===== src/rtl/aes16_round_ctrl.sv =====
// Round sequencer for the 16-bit AES datapath: whitens, iterates NR rounds through the
// shared combinational round logic, then holds the result on a valid/ready output port.
module aes16_round_ctrl #(
    parameter int NR = 2
) (
    input  logic        clk,
    input  logic        rst_n,
    input  logic        in_valid,
    output logic        in_ready,
    input  logic [15:0] in_data,
    input  logic [15:0] in_key,
    input  logic        in_mode,
    input  logic        flush,
    output logic [15:0] key_q,
    output logic [3:0]  rk_idx,
    input  logic [15:0] rk_data,
    output logic [15:0] dp_state,
    output logic        dp_inv,
    output logic        dp_last,
    input  logic [15:0] dp_result,
    output logic        out_valid,
    input  logic        out_ready,
    output logic [15:0] out_data,
    output logic        busy
);

    typedef enum logic [1:0] {
        IDLE   = 2'd0,
        WHITEN = 2'd1,
        ROUND  = 2'd2,
        DONE   = 2'd3
    } fsm_t;

    localparam logic [3:0] NR4 = NR[3:0];

    fsm_t        fsm_q, fsm_d;
    logic [15:0] state_q, state_d;
    logic [15:0] key_d;
    logic        mode_q, mode_d;
    logic [3:0]  rnd_q, rnd_d;

    always_ff @(posedge clk or negedge rst_n) begin
        if (!rst_n) begin
            fsm_q   <= IDLE;
            state_q <= 16'h0000;
            key_q   <= 16'h0000;
            mode_q  <= 1'b0;
            rnd_q   <= 4'd1;
        end else begin
            fsm_q   <= fsm_d;
            state_q <= state_d;
            key_q   <= key_d;
            mode_q  <= mode_d;
            rnd_q   <= rnd_d;
        end
    end

    // A flush only redirects the FSM; datapath registers keep whatever they held.
    always_comb begin
        fsm_d   = fsm_q;
        state_d = state_q;
        key_d   = key_q;
        mode_d  = mode_q;
        rnd_d   = rnd_q;
        rk_idx  = 4'd0;
        dp_last = 1'b0;
        case (fsm_q)
            IDLE: begin
                if (in_valid) begin
                    state_d = in_data;
                    key_d   = in_key;
                    mode_d  = in_mode;
                    rnd_d   = 4'd1;
                    fsm_d   = WHITEN;
                end
            end
            WHITEN: begin
                rk_idx = mode_q ? NR4 : 4'd0;
                if (flush) begin
                    fsm_d = IDLE;
                end else begin
                    state_d = state_q ^ rk_data;
                    fsm_d   = ROUND;
                end
            end
            ROUND: begin
                rk_idx  = mode_q ? (NR4 - rnd_q) : rnd_q;
                dp_last = (rnd_q == NR4);
                if (flush) begin
                    fsm_d = IDLE;
                end else begin
                    state_d = dp_result;
                    if (rnd_q == NR4) begin
                        fsm_d = DONE;
                    end else begin
                        rnd_d = rnd_q + 4'd1;
                    end
                end
            end
            DONE: begin
                if (out_ready || flush) begin
                    fsm_d = IDLE;
                end
            end
            default: fsm_d = IDLE;
        endcase
    end

    assign in_ready  = (fsm_q == IDLE);
    assign busy      = (fsm_q != IDLE);
    assign out_valid = (fsm_q == DONE);
    assign out_data  = state_q;
    assign dp_state  = state_q;
    assign dp_inv    = mode_q;

endmodule


===== config.mk =====
export PLATFORM = sky130hd
export DESIGN_NAME = aes16_round_ctrl
export DESIGN_NICKNAME = d
export VERILOG_FILES = /design/src/rtl/aes16_round_ctrl.sv
export SDC_FILE = /design/constraint.sdc
export NUM_CORES = 1
export LEC_CHECK = 0
export CORE_AREA = 2 2 85 87
export CTS_CLUSTER_SIZE = 40
export DETAILED_ROUTE_END_ITERATION = 10
export DIE_AREA = 0 0 87 89
export PLACE_DENSITY_LB_ADDON = 0.25
export SYNTH_ARGS = -nofsm -noshare
export SYNTH_HDL_FRONTEND = slang
export SYNTH_SLANG_ARGS = --single-unit

===== constraint.sdc =====
create_clock -name clk -period 2.1 [get_ports clk]
set_input_delay 0.21 -clock clk [delete_from_list [all_inputs] [get_ports clk]]
set_output_delay 0.21 -clock clk [all_outputs]
set_load 0.1 [all_outputs]

==> flow_metrics.env, run 1 <==
export IMPL_row_count=30
export IMPL_yosys_warnings=0
export IMPL_multiInputGateArea_sq_um=1240
export IMPL_syn_to_final_growth_pct=54.1
export IMPL_grt_pass1_wl_um=10900
export IMPL_layout_common_cells="clkdlybuf4s50_1, buf_4, dfrtp_1"
export IMPL_netlist_area_sq_um=2400
export IMPL_viasPerCell=5.27
export IMPL_die_area_sq_um=7740
export IMPL_port_buffers=126
export IMPL_drc_errors=0
export IMPL_clock_root_buffer="clkbuf_8"
export IMPL_fin_skew_ns=0.00574
export IMPL_rsz0062_at_grt="false"
export IMPL_tightestPinTransition_ns=0.812
export IMPL_post_route_util=0.551
export IMPL_period_minus_slack_ns=2.00
export IMPL_finalWirelength_um=6960
export IMPL_grt_remaining_overflow=0
export IMPL_yosysSeqAreaShare=0.407
export IMPL_synthDistinctLibCells=34
export IMPL_critPathMaxFanout=6
export IMPL_hold_violations=0
export IMPL_fin_nets=417
export IMPL_antenna_left=0
export IMPL_post_cts_buffers=0
export IMPL_grt_max_degree=36
export IMPL_nFillCells=633
export IMPL_grt_pass1_vias=2177
export IMPL_place_ws_ns=0.127
export IMPL_maxCapViolations=0
export IMPL_synth_area_leader_cell="dfrtp_1"
export IMPL_cp_end_kind="primary output"
export IMPL_antenna_found_initial=0
export IMPL_vias=2214
export IMPL_clock_sinks=39
export IMPL_die_x_um=87
export IMPL_critPathKind="reg2out"
export IMPL_period_share=0.954
export IMPL_ys_ff_latch=39
export IMPL_ys_async_sr_fraction=1.00
export IMPL_clockBufferDepth=2
export IMPL_worstSetupStartpointType="register"
export IMPL_initial_core_util=0.357
export IMPL_synth_top_area_share=0.396
export IMPL_gp_congestion=0.751
export IMPL_io_pins=127
export IMPL_cts_resized=0
export IMPL_drive_above_1_share=0.256
export IMPL_setup_ws_ns=0.0973
export IMPL_clk_latency_ns=0.29
export IMPL_place_area_sq_um=3620
export IMPL_seqCellArea_sq_um=981
export IMPL_wire_per_inst_um=16.6
export IMPL_worstHoldPathType="in2async"
export IMPL_max_slew_margin=0.459
export IMPL_synth_edf_count=0
export IMPL_diodes=0
export IMPL_final_common_cell="clkdlybuf4s50_1"
export IMPL_setup_viol=0
export IMPL_htree_levels=2
export IMPL_post_dp_hpwl_um=5200
export IMPL_ctsHoldBuffers=0
export IMPL_grtUsageTotal=0.179
export IMPL_crit_required_ns=1.89
export IMPL_cts_buffers=5
export IMPL_synthTopCellsByArea="dfrtp_1, o31ai_1, mux2_1, xor2_1, a221oi_1"
export IMPL_clock_fmax_ghz=0.499
export IMPL_core_sq_um=6720
export IMPL_crit_arrival_ns=1.79
export IMPL_fin_area_sq_um=3700
export IMPL_netlist_instances=232
export IMPL_die_height_um=89
export IMPL_syn_area_per_cell_sq_um=10.3
export IMPL_outcome="finished, final reports clean"
export IMPL_drt_pass1_iter_count=4
export IMPL_drtIter0Drc=123
export IMPL_syn_nets=310
export IMPL_clk_pin_slew_ns=0.08
export IMPL_cts_tree="built"
export IMPL_slew_viol_final=0
export IMPL_dominantRegCellSynth="dfrtp_1"
kinds of logic after synthesis:
family / count (synthesis) / share of synthesized area
XOR/XNOR: 17 / 0.0620
multiplexers: 20 / 0.0922
AND/OR/NAND/NOR: 41 / 0.0855
flip-flops: 39 / 0.407
adder cells (fa/ha/maj): 8 / 0.0417
AO/OA/AOI/OAI: 65 / 0.208
buffers and inverters: 42 / 0.103
cell type report:
type,instances,share of cell area
clock buffers,7,0.0206
clock inverters,1,0.00135
inverters,7,0.00778
multi-input cells,151,0.335
flip-flops and latches,39,0.265
well taps,80,0.0271
repair buffers,135,0.343
path summary, 6_finish.rpt:
path                                from           end  slack, ns  depth (start not counted)
min in group clk                key_q[4]      key_q[4]       0.50                          1
worst max-delay path            rnd_q[0]     rk_idx[1]        0.1                          6
worst max register to register  fsm_q[0]   dp_state[7]       0.12                          5
max in group asynchronous          rst_n  dp_state[13]       1.50                          2
worst min-delay path               rst_n     key_q[10]       0.01                          1
worst min register to register  key_q[4]      key_q[4]       0.50                          1
worst max-delay path: stages, from the launching register on:
cell and delay, ns:
dfstp_2 0.59, inv_1 0.09, ha_1 0.30, a21o_1 0.11, nand2_1 0.08, a21oi_4 0.15, buf_12 0.19
layer usage:
layer	part of all wire	GRT usage	routed length [um]
met5	0	0	0
met4	0.0049	0.0384	34
met3	0.060	0.0342	418
met2	0.50	0.308	3470
met1	0.44	0.235	3030
synth_stat cells (3+ instances only):
cell type	instances
ha_1	8
nand2_1	4
inv_1	6
nand3_1	4
xor2_1	17
a221oi_1	16
buf_4	16
mux2i_1	3
buf_6	4
nor2_1	19
dfrtp_1	38
or3_1	4
clkbuf_1	15
mux2_1	17
o31ai_1	34
o21ai_0	4
flip-flops by register name, summed over array words and instances, names as in the netlist:
register	count
dp_state	16
fsm_q	2
key_q	16
rnd_q	4
dp_inv	1
through the flow:
step | hold WS, ns | TNS, ns | cells
6_report | 0.0102 | 0 | 420
5_1_grt | 0.0679 | 0 | 420
4_1_cts | 0.0376 | 0 | 420
3_5_place_dp | 0.349 | 0 | 412
3_3_place_gp | 0.343 | 0 | 412
2_1_floorplan | -0.0856 | -1.95 | 232
Power of run 1 is left out: the tool's default activity adds up to more than one toggle a clock period on the data nets, which glitch-free logic cannot reach.
==> inputs of run 2 (changes only) <==
--- a/config.mk
+++ b/config.mk
@@ -5,10 +5,10 @@
 export SDC_FILE = /design/constraint.sdc
 export NUM_CORES = 1
 export LEC_CHECK = 0
-export CORE_AREA = 2 2 85 87
+export CORE_AREA = 2 2 81 83
 export CTS_CLUSTER_SIZE = 40
 export DETAILED_ROUTE_END_ITERATION = 10
-export DIE_AREA = 0 0 87 89
+export DIE_AREA = 0 0 83 85
 export PLACE_DENSITY_LB_ADDON = 0.25
 export SYNTH_ARGS = -nofsm -noshare
 export SYNTH_HDL_FRONTEND = slang
==> constraint.sdc (replaced) <==
create_clock -name clk -period 2 [get_ports clk]
set_input_delay 0.2 -clock clk [delete_from_list [all_inputs] [get_ports clk]]
set_output_delay 0.2 -clock clk [all_outputs]
set_load 0.1 [all_outputs]
==> run 2 against run 1 <==
Non-clock buffer count grew 4. Global-route usage up 1.6 points. First-iteration DRC count shrank 50%. Die area down 8.9%. Critical path type unchanged. Largest cell class unchanged.
==> flow_metrics.env, run 2 (synthesis results as in run 1) <==
export IMPL_grt_pass1_vias=2257
export IMPL_cts_buffers=5
export IMPL_ff2ff_path_depth=5
export IMPL_reg2reg_slack_ns=0.16
export IMPL_initial_core_util=0.387
export IMPL_cp_end_kind="primary output"
export IMPL_drc_errors=0
export IMPL_layout_common_cells="clkdlybuf4s50_1, buf_4, dfrtp_1"
export IMPL_die_height_um=85
export IMPL_reg2reg_to="dp_state[0]"
export IMPL_period_minus_slack_ns=1.95
export IMPL_grtUsageMet3=0.0418
export IMPL_post_dp_hpwl_um=5070
export IMPL_vias=2273
export IMPL_drtIter0Drc=61
export IMPL_crit_required_ns=1.80
export IMPL_setup_ws_ns=0.0464
export IMPL_fin_skew_ns=0.00654
export IMPL_slew_viol_final=0
export IMPL_antenna_left=0
export IMPL_outcome="finished, final reports clean"
export IMPL_syn_to_final_growth_pct=57.3
export IMPL_drt_pass1_iter_count=4
export IMPL_period_share=0.977
export IMPL_diodes=0
export IMPL_place_ws_ns=0.0112
export IMPL_io_pins=127
export IMPL_ctsHoldBuffers=0
export IMPL_hold_violations=0
export IMPL_crit_arrival_ns=1.75
export IMPL_tightestPinTransition_ns=0.887
export IMPL_grt_busiest_layer="met2"
export IMPL_antenna_found_initial=0
export IMPL_clock_fmax_ghz=0.512
export IMPL_grt_pass1_wl_um=11100
export IMPL_drive_above_1_share=0.276
export IMPL_viasPerCell=5.40
export IMPL_cts_tree="built"
export IMPL_grtUsageTotal=0.195
export IMPL_finalWirelength_um=6970
export IMPL_die_area_sq_um=7060
export IMPL_gp_congestion=0.741
export IMPL_setup_viol=0
export IMPL_maxCapViolations=0
export IMPL_critPathKind="reg2out"
export IMPL_max_slew_margin=0.408
export IMPL_core_sq_um=6200
export IMPL_reg2reg_from="fsm_q[0]"
export IMPL_die_x_um=83
export IMPL_htree_levels=2
export IMPL_clk_latency_ns=0.29
export IMPL_final_common_cell="clkdlybuf4s50_1"
export IMPL_clk_pin_slew_ns=0.08
export IMPL_grt_max_degree=40
export IMPL_holdWs_ns=0.0245
export IMPL_rsz0062_at_grt="true"
export IMPL_grt_remaining_overflow=0
export IMPL_grt_util_met2=0.345
export IMPL_met1_usage=0.235
export IMPL_row_count=29
export IMPL_fin_nets=421
export IMPL_wire_per_inst_um=16.6
export IMPL_port_buffers=126
export IMPL_worstHoldPathType="in2async"
export IMPL_clock_sinks=39
export IMPL_clockBufferDepth=2
export IMPL_worstSetupStartpointType="register"
export IMPL_critPathMaxFanout=3
export IMPL_clock_root_buffer="clkbuf_8"
## run 2: cell types whose count changed in the layout (fill, tap and decap cells not counted), sizes merged
cell  previous run  this run
buf             67        71
## run 2: timing repair
| action | 4_1_cts | 5_1_grt |
|---|---|---|
| gates resized for setup | 4 | 1 |
| hold endpoints to repair | 0 | 0 |
| pin swaps | 2 | 1 |
| setup endpoints to repair | 5 | 3 |
| setup buffers | 2 | 3 |
## run 2: cell type report
cell class                 instances  area, sq um
timing repair buffer             139         1320
multi-input combinational        151         1250
clock buffer                       7         86.3
tap                               77         96.3
clock inverter                     1         5.00
sequential                        39          983
inverter                           7         31.3
fill                             535         2430
## run 2: worst max path at each step
stage | start | to | cells after the start
3_3_place_gp | fsm_q[1] | dp_state[10] | 5
5_1_grt | rnd_q[0] | rk_idx[1] | 6
3_5_place_dp | fsm_q[1] | dp_state[0] | 5
4_1_cts | fsm_q[1] | rk_idx[1] | 7
6_report | rnd_q[0] | rk_idx[1] | 6
2_1_floorplan | fsm_q[0] | rnd_q[2] | 6
## run 2: worst max-delay path, stage by stage, from the launching register on
cell and delay (ns):
dfstp_2 0.56, inv_1 0.07, ha_1 0.29, a21o_1 0.12, nand2_1 0.09, a21oi_4 0.15, buf_12 0.18
## run 2: metal layers
metal  vias up  share of wire  wire length (um)
met1      1125           0.41              2870
met2        73           0.52              3650
met5         -              0                 0
met3         6          0.049               344
met4         0          0.016               110
li1       1069              -                 -
## run 2: through the flow
stage / setup TNS (ns) / utilization / std cells / instance area, sq um
6_report: 0 / 0.609 / 421 / 3780
4_1_cts: 0 / 0.605 / 418 / 3750
5_1_grt: -0.0331 / 0.609 / 421 / 3780
3_5_place_dp: 0 / 0.585 / 408 / 3630
2_1_floorplan: -0.805 / - / 232 / 2520
3_3_place_gp: 0 / 0.585 / 408 / 3630
Power of run 2 is left out for the same reason.
